$ cat config.mk
export PLATFORM = sky130hd
export DESIGN_NAME = cla_adder
export DESIGN_NICKNAME = d
export VERILOG_FILES = /design/src/rtl/cla_pkg.sv /design/src/rtl/cla_group4.sv /design/src/rtl/cla_adder.sv
export SDC_FILE = /design/constraint.sdc
export NUM_CORES = 1
export LEC_CHECK = 0
export ABC_AREA = 1
export BUFFER_PORTS_ARGS = -buffer_cell sky130_fd_sc_hd__buf_2
export CORE_MARGIN = 1
export CORE_UTILIZATION = 42
export CTS_BUF_LIST = sky130_fd_sc_hd__clkbuf_8
export CTS_CLUSTER_SIZE = 20
export DETAILED_ROUTE_END_ITERATION = 7
export PLACE_DENSITY = 0.77
export SYNTH_ARGS = -nofsm -noshare
export SYNTH_HDL_FRONTEND = slang
export SYNTH_SLANG_ARGS = --single-unit
$ cat constraint.sdc
create_clock -name clk -period 2.45 [get_ports clk]
set_clock_uncertainty 0.05 [all_clocks]
set_input_delay 0.49 -clock clk [delete_from_list [all_inputs] [get_ports clk]]
set_output_delay 0.49 -clock clk [all_outputs]
set_load 0.005 [all_outputs]
$ cat src/rtl/cla_pkg.sv
// -----------------------------------------------------------------------------
// cla_pkg
//
// Shared definitions for the carry-lookahead adder:
//   GROUP_W     - width of one lookahead slice (4 bits)
//   MAX_WIDTH   - widest adder this lookahead tree supports (16 groups)
//   gpg_t       - {generate, propagate} pair. Used for single bits, 4-bit
//                 groups and 16-bit clusters alike, because the lookahead
//                 algebra is the same at every level.
//   num_groups  - number of 4-bit groups for a given adder width
//   lookahead4  - flat sum-of-products carries for four {g,p} pairs
//   carry_at    - one carry picked out of lookahead4
//   group_pg    - combined {GG, GP} of four {g,p} pairs
// -----------------------------------------------------------------------------
package cla_pkg;

    localparam int GROUP_W   = 4;
    localparam int MAX_WIDTH = 64;

    typedef struct packed {
        logic gg;   // generate: this span produces a carry on its own
        logic gp;   // propagate: this span passes an incoming carry through
    } gpg_t;

    function automatic int num_groups(input int width);
        return width / GROUP_W;
    endfunction

    // Carries c[0..4] for four {g,p} pairs fed by cin. Every carry is a
    // two-level AND-OR of the pairs and cin; no term depends on another carry,
    // so the depth does not grow with position.
    function automatic logic [4:0] lookahead4(input gpg_t [3:0] x, input logic cin);
        logic [4:0] c;
        c[0] = cin;
        c[1] = x[0].gg
             | (x[0].gp & cin);
        c[2] = x[1].gg
             | (x[1].gp & x[0].gg)
             | (x[1].gp & x[0].gp & cin);
        c[3] = x[2].gg
             | (x[2].gp & x[1].gg)
             | (x[2].gp & x[1].gp & x[0].gg)
             | (x[2].gp & x[1].gp & x[0].gp & cin);
        c[4] = x[3].gg
             | (x[3].gp & x[2].gg)
             | (x[3].gp & x[2].gp & x[1].gg)
             | (x[3].gp & x[2].gp & x[1].gp & x[0].gg)
             | (x[3].gp & x[2].gp & x[1].gp & x[0].gp & cin);
        return c;
    endfunction

    function automatic logic carry_at(input gpg_t [3:0] x, input logic cin,
                                      input logic [2:0] j);
        logic [4:0] c;
        c = lookahead4(x, cin);
        return c[j];
    endfunction

    function automatic gpg_t group_pg(input gpg_t [3:0] x);
        gpg_t r;
        r.gg = x[3].gg
             | (x[3].gp & x[2].gg)
             | (x[3].gp & x[2].gp & x[1].gg)
             | (x[3].gp & x[2].gp & x[1].gp & x[0].gg);
        r.gp = x[3].gp & x[2].gp & x[1].gp & x[0].gp;
        return r;
    endfunction

endpackage

$ cat src/rtl/cla_group4.sv
// -----------------------------------------------------------------------------
// cla_group4
//
// 4-bit carry-lookahead slice. Internal carries come straight from the
// slice's own {g,p} bits and cin, with no ripple. The slice also exports its
// group generate/propagate so the next level up can look ahead across groups.
//
// Ports:
//   a, b  [3:0]  operand bits for this slice
//   cin          carry into bit 0 of the slice
//   sum   [3:0]  sum bits
//   gg           group generate (independent of cin)
//   gp           group propagate (independent of cin)
// -----------------------------------------------------------------------------
module cla_group4
    import cla_pkg::*;
(
    input  logic [3:0] a,
    input  logic [3:0] b,
    input  logic       cin,
    output logic [3:0] sum,
    output logic       gg,
    output logic       gp
);

    gpg_t [3:0] bit_pg;

    always_comb begin
        for (int i = 0; i < 4; i++) begin
            bit_pg[i].gg = a[i] & b[i];
            bit_pg[i].gp = a[i] ^ b[i];
        end
    end

    // gg/gp are computed apart from the sum so that they never appear to
    // depend on cin; the inter-group lookahead feeds cin back from them.
    assign {gg, gp} = group_pg(bit_pg);

    always_comb begin
        // NOTE: every bit of sum is written on every pass through this block,
        // so no latch can be inferred; any new output added here needs the same.
        sum = '0;
        for (int i = 0; i < 4; i++) begin
            sum[i] = bit_pg[i].gp ^ carry_at(bit_pg, cin, 3'(i));
        end
    end

endmodule

$ cat src/rtl/cla_adder.sv
// -----------------------------------------------------------------------------
// cla_adder
//
// Parameterised carry-lookahead adder: {Cout, Sum} = A + B + Cin.
// The lookahead is built in up to three levels:
//   level 1 - bit carries inside each 4-bit group (cla_group4)
//   level 2 - group carries inside each cluster of four groups
//   level 3 - cluster carries across up to four clusters (WIDTH > 16)
// Each level is a flat lookahead, so no ripple chain crosses a level.
// Sum/Cout are purely combinational. Sum_q/Cout_q are a registered copy
// for pipelined consumers.
//
// Ports:
//   clk     system clock, used only by Sum_q/Cout_q
//   rst_n   asynchronous active-low reset of Sum_q/Cout_q
//   A, B    [WIDTH-1:0] unsigned operands
//   Cin     carry-in
//   Sum     [WIDTH-1:0] (A+B+Cin) mod 2^WIDTH, combinational
//   Cout    bit WIDTH of A+B+Cin, combinational
//   Sum_q   Sum registered on the rising edge of clk
//   Cout_q  Cout registered on the rising edge of clk
// -----------------------------------------------------------------------------
module cla_adder
    import cla_pkg::*;
#(
    parameter int WIDTH = 32
) (
    input  logic             clk,
    input  logic             rst_n,
    input  logic [WIDTH-1:0] A,
    input  logic [WIDTH-1:0] B,
    input  logic             Cin,
    output logic [WIDTH-1:0] Sum,
    output logic             Cout,
    output logic [WIDTH-1:0] Sum_q,
    output logic             Cout_q
);

    localparam int NG = num_groups(WIDTH);                 // 4-bit groups
    localparam int NC = (NG + GROUP_W - 1) / GROUP_W;       // clusters of four groups

    if ((WIDTH % GROUP_W) != 0 || WIDTH < GROUP_W || WIDTH > MAX_WIDTH) begin : g_bad_width
        $fatal(1, "cla_adder: WIDTH=%0d must be a multiple of %0d in the range %0d..%0d",
               WIDTH, GROUP_W, GROUP_W, MAX_WIDTH);
    end

    logic [NG-1:0]           grp_gg;
    logic [NG-1:0]           grp_gp;
    gpg_t [GROUP_W*NC-1:0]   grp_pad;   // group pairs, top cluster padded out
    gpg_t [GROUP_W-1:0]      clu_pg;    // cluster pairs, padded to four clusters
    logic [NC-1:0]           clu_cin;   // carry into each cluster
    logic [NG:0]             gc;        // carry into each group; gc[NG] is Cout

    // ---------------------------------------------------------------------
    // Level 1: 4-bit lookahead slices
    // ---------------------------------------------------------------------
    for (genvar gi = 0; gi < NG; gi++) begin : g_grp
        cla_group4 u_grp (
            .a   (A[GROUP_W*gi +: GROUP_W]),
            .b   (B[GROUP_W*gi +: GROUP_W]),
            .cin (gc[gi]),
            .sum (Sum[GROUP_W*gi +: GROUP_W]),
            .gg  (grp_gg[gi]),
            .gp  (grp_gp[gi])
        );
    end

    // Missing groups in a partly used top cluster act as "kill" (gg=0, gp=0),
    // which leaves the carries of the real groups untouched.
    for (genvar gi = 0; gi < GROUP_W*NC; gi++) begin : g_pad
        if (gi < NG) begin : g_real
            assign grp_pad[gi] = '{gg: grp_gg[gi], gp: grp_gp[gi]};
        end else begin : g_kill
            assign grp_pad[gi] = '0;
        end
    end

    // ---------------------------------------------------------------------
    // Level 3: cluster {GG, GP} and the carry into each cluster from Cin.
    // With a single cluster (WIDTH <= 16) this collapses to clu_cin[0] = Cin.
    // ---------------------------------------------------------------------
    for (genvar ck = 0; ck < GROUP_W; ck++) begin : g_clu
        if (ck < NC) begin : g_real
            assign clu_pg[ck]  = group_pg(grp_pad[GROUP_W*ck +: GROUP_W]);
            assign clu_cin[ck] = carry_at(clu_pg, Cin, 3'(ck));
        end else begin : g_kill
            assign clu_pg[ck] = '0;
        end
    end

    // ---------------------------------------------------------------------
    // Level 2: carry into each group, looked ahead from its cluster's carry-in.
    // Position 4 of a cluster's lookahead is that cluster's carry-out, which
    // gives the carry into the first group of the next cluster (or Cout).
    // ---------------------------------------------------------------------
    assign gc[0] = Cin;

    for (genvar gi = 1; gi <= NG; gi++) begin : g_gc
        localparam int CK = (gi - 1) / GROUP_W;
        localparam int CJ = (gi - 1) % GROUP_W + 1;
        assign gc[gi] = carry_at(grp_pad[GROUP_W*CK +: GROUP_W], clu_cin[CK], 3'(CJ));
    end

    assign Cout = gc[NG];

    // ---------------------------------------------------------------------
    // Registered copy of the result
    // ---------------------------------------------------------------------
    logic [WIDTH:0] result_d;
    logic [WIDTH:0] result_q;

    always_comb begin
        result_d = {Cout, Sum};
    end

    always_ff @(posedge clk or negedge rst_n) begin
        // NOTE: state is updated with non-blocking assignments so every flop
        // samples values from before the edge, independent of block order.
        if (!rst_n) begin
            result_q <= '0;
        end else begin
            result_q <= result_d;
        end
    end

    assign Sum_q  = result_q[WIDTH-1:0];
    assign Cout_q = result_q[WIDTH];

endmodule

* Yosys cells after proc, flatten, opt, wreduce, memory -nomap -nowiden *
Cells that the tools add are included.

word-level totals
  latch bits = 0
  ROM bits = 0
  memories kept = 0
  memory bits (writable) = 0
  register bits = 33
  output and inout port bits = 66

operators by class
  equal/unequal tests = 0
  $mul = 0
  order comparisons = 0
  reductions and logical operators = 0
  muxes and demuxes = 0
  $add $sub $neg = 0
  bitwise logic cells = 340
  shifts and indexed selects = 0
  div/mod/pow operators = 0

operator list
  kind               number
  AND 1 bit          184
  bitwise OR 1 bit   92
  bitwise XOR 1 bit  64

* Longest topological paths before layout *
Gate-level depths: netlist (run 1).

  depth in word-level cells = 15
  depth in mapped cells = 13
  gate-level depth less buffers = 13

* Modules after synthesis *
From an unflattened synthesis (run 1), not the netlist that was laid out.

unflattened totals
  cell total of the unflattened synthesis = 325
  area total of the unflattened synthesis = 2523.7 µm²

modules (own cells, without submodules)
  module      times used  cells each  area an instance (µm²)
  cla_group4  8           31          190.2
  cla_adder   1           77          1002.2

* Least setup slack after synthesis (run 1) *
Ideal clock, no wire load.

  path type = input port to output port
  start point = input port A[10]
  end point = output port Sum[25]
  arrival time = 2093 ps
  stages = 11
  buffers on the path = 0
  path slack = -183 ps
  cells stage by stage = ha_1 -> nand2_1 -> nor2_1 -> nor2_1 -> nand2_1 -> a21oi_2 -> nand3_4 -> nand2_2 -> nand2_4 -> fa_1 -> xor2_1

on the way
  word-level cells in the longest chain between the ends = 15
  elaborated cells between the ends (all ways) = 27
  classes of those cells = bitwise (27)

ends and longest elaborated chain
  item                                            RTL line                            source
  start: declaration                              cla_adder.sv:30                     input logic [WIDTH-1:0] A,
  AND 1 bit or bitwise XOR 1 bit (tied branches)  cla_group4.sv:30, cla_group4.sv:31
  AND 1 bit, on equally long branches             n/a
  bitwise OR 1 bit (tied with other cells)        cla_pkg.sv:62                       | (x[3].gp & x[2].gg)
  bitwise OR 1 bit or AND 1 bit (tied branches)   cla_pkg.sv:63, cla_pkg.sv:64
  bitwise OR 1 bit                                n/a
  AND 1 bit                                       cla_pkg.sv:62
  bitwise OR 1 bit                                cla_pkg.sv:62
  bitwise OR 1 bit                                cla_pkg.sv:63                       | (x[3].gp & x[2].gp & x[1].gg)
  bitwise OR 1 bit                                cla_pkg.sv:64                       | (x[3].gp & x[2].gp & x[1].gp & x[0].gg);
  bitwise OR 1 bit *                              cla_pkg.sv:36                       | (x[0].gp & cin);
  AND 1 bit *                                     n/a
  bitwise OR 1 bit *                              n/a
  AND 1 bit *                                     n/a
  bitwise OR 1 bit *                              n/a
  bitwise XOR 1 bit *                             cla_group4.sv:44                    sum[i] = bit_pg[i].gp ^ carry_at(bit_pg, cin, 3'(i));
  end: declaration                                cla_adder.sv:33                     output logic [WIDTH-1:0] Sum,

Mark *: on every way between the ends. The rest lies on a longest branch, timed or not.

* Worst setup path after layout (run 1) *
  start point = input port A[11]
  end point = output port Sum[21]

on the way
  word-level cells in the longest chain between the ends = 15
  elaborated cells between the ends (all ways) = 27
  classes of those cells = bitwise (27)

ends and longest elaborated chain
  item                                           RTL line                      source
  bitwise XOR 1 bit                              cla_group4.sv:31              bit_pg[i].gp = a[i] ^ b[i];
  AND 1 bit, on equally long branches            n/a
  bitwise OR 1 bit (tied with other cells)       cla_pkg.sv:62
  bitwise OR 1 bit or AND 1 bit (tied branches)  cla_pkg.sv:63, cla_pkg.sv:64
  bitwise OR 1 bit                               n/a
  AND 1 bit                                      cla_pkg.sv:62
  bitwise OR 1 bit                               cla_pkg.sv:62
  bitwise OR 1 bit                               cla_pkg.sv:63
  bitwise OR 1 bit                               cla_pkg.sv:64
  bitwise OR 1 bit *                             cla_pkg.sv:36
  AND 1 bit *                                    n/a
  bitwise OR 1 bit *                             n/a
  AND 1 bit *                                    n/a
  bitwise OR 1 bit *                             n/a
  bitwise XOR 1 bit *                            cla_group4.sv:44

Marks and branches as above.

==> results.py, run 1 <==
metrics = {
    "outcome": {
        "outcome": "finished, violations left",
        "violations": "negative setup slack",
    },
    "timing": {
        "finalSetupTns_ns": -6.19,
        "clock.fmax_ghz": 0.351,
        "rsz0062_at_grt": "yes",
        "slew_violations": 0,
        "fin_crit_sh": 1.16,
        "hold_viol": 0,
        "tightest_slew_ns": 0.777,
        "worst_slack_ns": -0.396,
        "period_needed_ns": 2.85,
        "finalSetupViolCount": 27,
        "slew_headroom": 0.482,
    },
    "grt": {
        "grt_max_degree": 34,
        "gr-usage-met1": 0.282,
        "use_met3": 0.0326,
        "groute.usage.overall": 0.246,
        "top_usage_layer": "met2",
        "grt_first_pass_wirelength_um": 12000,
        "gr-usage-met2": 0.451,
        "antenna_found_initial": 0,
        "grt_overflow": 0,
        "grt_pass1_vias": 2833,
    },
    "worst_setup_path": {
        "crit_chain": "buf_6 > ha_4 > nand2_2 > nand2_2 > nor2_2 > nand2_2 > a21oi_4 > nand3_4 > nand2_4 > nand2_4 > fa_2 > xor2_2 > buf_2",
        "critPathMaxFanout": 5,
        "crit_path_end_kind": "output port",
        "critPathLaunch": "A[11]",
        "cp_common_cell": "nand2_2",
        "critPathTopFamily": "adder cells",
        "cp.arrival_ns": 2.31,
        "critPathSlowestCell": "fa_2",
        "crit_buf_inv": 2,
        "start_kind": "primary input",
        "cp.required_ns": 1.91,
        "critPathMaxStageDelay_ns": 0.37,
        "path_class": "in -> out",
    },
    "clock_tree": {
        "htree_levels": 2,
        "numCtsBuffers": 5,
        "tritoncts": "done",
        "cts_sinks": 33,
        "cts-root-buf": "clkbuf_8",
        "clock_path_buffers": 2,
        "path_clk_slew_ns": 0.07,
    },
    "layout": {
        "drive_gt1_frac": 0.632,
        "layout_common_cells": "117 x buf_2, 65 x buf_4, 43 x nand2_1",
        "reg_top3": "result_q x33",
        "largest_reg_flops": 33,
        "fin_nets": 603,
        "diodes": 0,
        "top_register": "result_q",
        "area_growth_pct": 83.5,
        "layout_commonest_cell": "buf_2",
    },
    "detailed_routing": {
        "vias": 2767,
        "wl_per_cell_um": 14.6,
        "vias_per_cell": 4.88,
        "wl_um": 8260,
        "drc_errors": 0,
        "drt-initial-drc-count": 93,
        "ant_nets": 0,
        "first_pass_iters": 4,
    },
    "floorplanning": {
        "dieArea_sq_um": 6170,
        "core_area_sq_um": 5570,
        "initial_core_util": 0.441,
        "die_w_um": 78.5,
        "ios": 133,
        "chipHeight_um": 78.5,
        "rows": 27,
    },
    "placement": {
        "hpwl_um": 5660,
        "dp_slack_ns": -0.435,
        "port_buffers": 132,
        "gp_congestion": 0.816,
    },
    "power": {
        "power.leakage_nw": 2.37,
        "finalPower_mw": 2.23,
        "powerDensity_nw_per_um2": 494,
        "ir_drop_mv": 0.271,
    },
    "flow_run": {
        "drv_cap": 0,
    },
    "synth": {
        "async_flop_share": 1.00,
        "seq_area_frac_synth": 0.336,
        "ys_types": 31,
        "synth_edf_count": 0,
        "synth_seq_cells": 33,
        "synthFlopType": "dfrtp_1",
        "ys_warn_count": 0,
        "synth_largest_area_cell": "dfrtp_1",
        "synth_nets": 395,
        "syn_inst": 288,
        "synth_top_area_frac": 0.336,
        "synth.avg_cell_area_sq_um": 8.54,
        "synth.area.top_cells": "dfrtp_1 34%, ha_1 16%, nand2_1 10%",
        "synth_area_sq_um": 2460,
    },
    "worst_hold_path": {
        "hold_path_class": "in -> async",
    },
}
==> cells by family after synthesis <==
family,Yosys count,share of synthesized area
xor gates and xnor gates,15,0.0534
AOI/OAI and AO/OA,28,0.0692
adders and majority gates,40,0.228
and+or+nand+nor,131,0.251
buffers and inverters,41,0.0626
DFF,33,0.336
==> synthesized netlist by cell type, types with 2 or more instances <==
cell type / instances
a221oi_1: 3
xnor2_1: 4
nor2_2: 2
dfrtp_1: 33
ha_1: 32
nand4_1: 5
inv_1: 40
nand2_4: 2
xor2_1: 11
nor2_4: 2
nand2_2: 8
o21ai_1: 2
nor2_1: 22
a21oi_1: 16
nand2_1: 66
fa_1: 8
nand3_1: 18
==> layer usage <==
| layer | share of wire | vias up |
|---|---|---|
| li1 | - | 1340 |
| met1 | 0.38 | 1315 |
| met2 | 0.55 | 94 |
| met3 | 0.039 | 18 |
| met4 | 0.025 | 0 |
| met5 | 0 | - |
==> where the power goes <==
part | internal (mW) | switching, mW | total (mW)
clock network | 0.187 | 0.201 | 0.388
logic | 0.604 | 0.556 | 1.16
registers | 0.653 | 0.0291 | 0.682
==> stage by stage <==
step	hold slack, ns	util	instance area, sq um	cells
6_report	0.234	0.810	4510	567
4_1_cts	0.257	0.758	4230	559
5_1_grt	0.291	0.810	4510	567
2_1_floorplan	0.144	-	2620	288
3_5_place_dp	0.559	0.673	3750	542
3_3_place_gp	0.546	0.673	3750	542
==> final timing paths <==
path | to | slack (ns) | cells past startpoint
worst min-delay path | result_q[31]$_DFF_PN0_ | 0.23 | 1
max in group asynchronous | result_q[0]$_DFF_PN0_ | 1.62 | 1
worst max-delay path | Sum[21] | -0.40 | 13
min in group clk | result_q[28]$_DFF_PN0_ | 0.53 | 2
==> cell type report <==
class | count | area [sq um]
clock buffer | 5 | 68.8
clock inverter | 1 | 5.00
fill | 357 | 1060
inverter | 41 | 154
multi-input combinational | 214 | 2080
sequential | 33 | 826
tap | 72 | 90.1
timing repair buffer | 201 | 1290
==> timing repair <==
action,CTS,global route
hold buffers,0,0
endpoints found under the setup margin,29,29
setup buffers,12,10
gates resized for setup,58,54
pin swaps,40,41
gates cloned,0,0
Power figures use the tool's default switching activity.
==> run 2, diff against run 1 <==
--- a/config.mk
+++ b/config.mk
@@ -7,6 +7,7 @@
 export LEC_CHECK = 0
 export ABC_AREA = 1
 export BUFFER_PORTS_ARGS = -buffer_cell sky130_fd_sc_hd__buf_2
+export CORE_ASPECT_RATIO = 1.25
 export CORE_MARGIN = 1
 export CORE_UTILIZATION = 42
 export CTS_BUF_LIST = sky130_fd_sc_hd__clkbuf_8
==> run 2 against run 1 <==
- sequential cell count unchanged
- the flow still finishes with violations (negative setup slack)
- critical path depth shrank 1
- global-route usage up 0.72 points
- critical endpoint is now Sum[16]
- fmax decreased by 0.75%
- sequential share of layout area fell by 0.11 points
- non-clock buffer count rose by 4
- final cell count decreased by 0.53%
- largest cell class unchanged
==> results.py, run 2 (synthesis results as in run 1) <==
metrics = {
    "outcome": {
        "outcome": "finished, violations left",
        "violations": "negative setup slack",
    },
    "clock_tree": {
        "cts-root-buf": "clkbuf_8",
        "cts_sinks": 33,
        "clock_path_buffers": 2,
        "htree_levels": 2,
        "cts_hold_buf": 0,
        "tritoncts": "done",
        "numCtsBuffers": 5,
        "path_clk_slew_ns": 0.06,
    },
    "power": {
        "powerDensity_nw_per_um2": 505,
        "finalPower_mw": 2.30,
        "ir_drop_mv": 0.300,
        "power.leakage_nw": 2.42,
    },
    "worst_setup_path": {
        "start_kind": "primary input",
        "path_class": "in -> out",
        "cp.arrival_ns": 2.33,
        "cp.required_ns": 1.91,
        "critPathMaxFanout": 5,
        "crit_path_end_kind": "output port",
        "critPathLaunch": "A[10]",
        "crit_end": "Sum[16]",
    },
    "timing": {
        "finalSetupViolCount": 29,
        "fin_crit_sh": 1.17,
        "period_needed_ns": 2.87,
        "slew_headroom": 0.464,
        "rsz0062_at_grt": "yes",
        "tightest_slew_ns": 0.804,
        "worst_slack_ns": -0.418,
        "slew_violations": 0,
        "clock.fmax_ghz": 0.349,
        "hold_viol": 0,
    },
    "grt": {
        "grt_first_pass_wirelength_um": 12300,
        "grt_max_degree": 34,
        "groute.usage.overall": 0.253,
        "grt_pass1_vias": 2968,
        "antenna_found_initial": 0,
        "grt_overflow": 0,
    },
    "layout": {
        "drive_gt1_frac": 0.624,
        "fin_cells": 564,
        "layout_common_cells": "112 x buf_2, 67 x buf_4, 46 x nand2_1",
        "fin_nets": 607,
        "regArea_sq_um": 826,
        "fillers": 336,
        "layout_commonest_cell": "buf_2",
        "final_area_sq_um": 4540,
        "reg_top3": "result_q x33",
        "diodes": 0,
        "top_register": "result_q",
        "multiInputGateArea_sq_um": 2030,
        "area_growth_pct": 84.6,
        "largest_reg_flops": 33,
        "final_core_util": 0.823,
    },
    "placement": {
        "placed_area_sq_um": 3720,
        "port_buffers": 132,
        "hpwl_um": 5400,
        "gp_congestion": 0.838,
        "place_inst": 531,
        "dp_slack_ns": -0.456,
    },
    "floorplanning": {
        "rows": 30,
        "core_area_sq_um": 5520,
        "ios": 133,
        "die_w_um": 70.5,
        "initial_core_util": 0.446,
        "chipHeight_um": 87.6,
        "dieArea_sq_um": 6170,
    },
    "worst_hold_path": {
        "hold_path_class": "in -> async",
    },
    "detailed_routing": {
        "drc_errors": 0,
        "wl_per_cell_um": 15.0,
        "drt-initial-drc-count": 77,
        "vias_per_cell": 5.00,
        "first_pass_iters": 4,
        "wl_um": 8450,
        "ant_nets": 0,
        "vias": 2819,
    },
    "flow_run": {
        "drv_cap": 0,
    },
}
run 2: layout make-up:
cell class | count | share of cell area
clock inverter | 1 | 0.000826
multi-input combinational | 214 | 0.447
clock buffer | 6 | 0.0182
sequential | 33 | 0.182
timing repair buffer | 205 | 0.300
tap | 64 | 0.0176
inverter | 41 | 0.0344
run 2: report_power, final:
part | internal (mW) | switching, mW | leakage, nW | total (mW)
combinational | 0.630 | 0.562 | 1.98 | 1.19
sequential | 0.654 | 0.0332 | 0.387 | 0.687
clock | 0.219 | 0.198 | 0.0485 | 0.417
total | 1.50 | 0.793 | 2.42 | 2.30
run 2: layer usage:
layer / wire [um] / track usage / up-vias / share of wire
met2: 4700 / 0.519 / 123 / 0.56
li1: - / - / 1347 / -
met3: 417 / 0.0368 / 35 / 0.049
met4: 399 / 0.104 / 0 / 0.047
met1: 2930 / 0.249 / 1314 / 0.35
met5: 0 / 0 / - / 0
run 2: through the flow:
stage	hold WS [ns]	setup TNS (ns)
2_1_floorplan	0.144	-0.207
6_report	0.235	-7.27
4_1_cts	0.252	-4.81
3_5_place_dp	0.565	-6.84
5_1_grt	0.298	-9.50
3_3_place_gp	0.553	-5.86
run 2: worst min path at each step:
stage                from                endpoint  depth (start not counted)
floorplan           rst_n   result_q[0]$_DFF_PN0_                          0
detailed placement  rst_n  result_q[32]$_DFF_PN0_                          1
global route        rst_n  result_q[32]$_DFF_PN0_                          1
finish              rst_n  result_q[28]$_DFF_PN0_                          1
global placement    rst_n  result_q[28]$_DFF_PN0_                          1
CTS                 rst_n  result_q[26]$_DFF_PN0_                          1
run 2: worst max-delay path, cell delays in order:
cell and delay (ns):
buf_2 0.11, ha_4 0.28, buf_4 0.11, nand4_4 0.10, nor2_4 0.15, nand3_2 0.10
nand3_4 0.13, buf_4 0.13, inv_2 0.03, fa_2 0.52, inv_2 0.04, buf_2 0.12
run 2: repair_timing:
item                                    in CTS  in global routing
pin swaps                                   40                 37
cloned                                       0                  0
gates resized for setup                     59                 52
setup buffers                               18                 11
endpoints found under the setup margin      29                 30
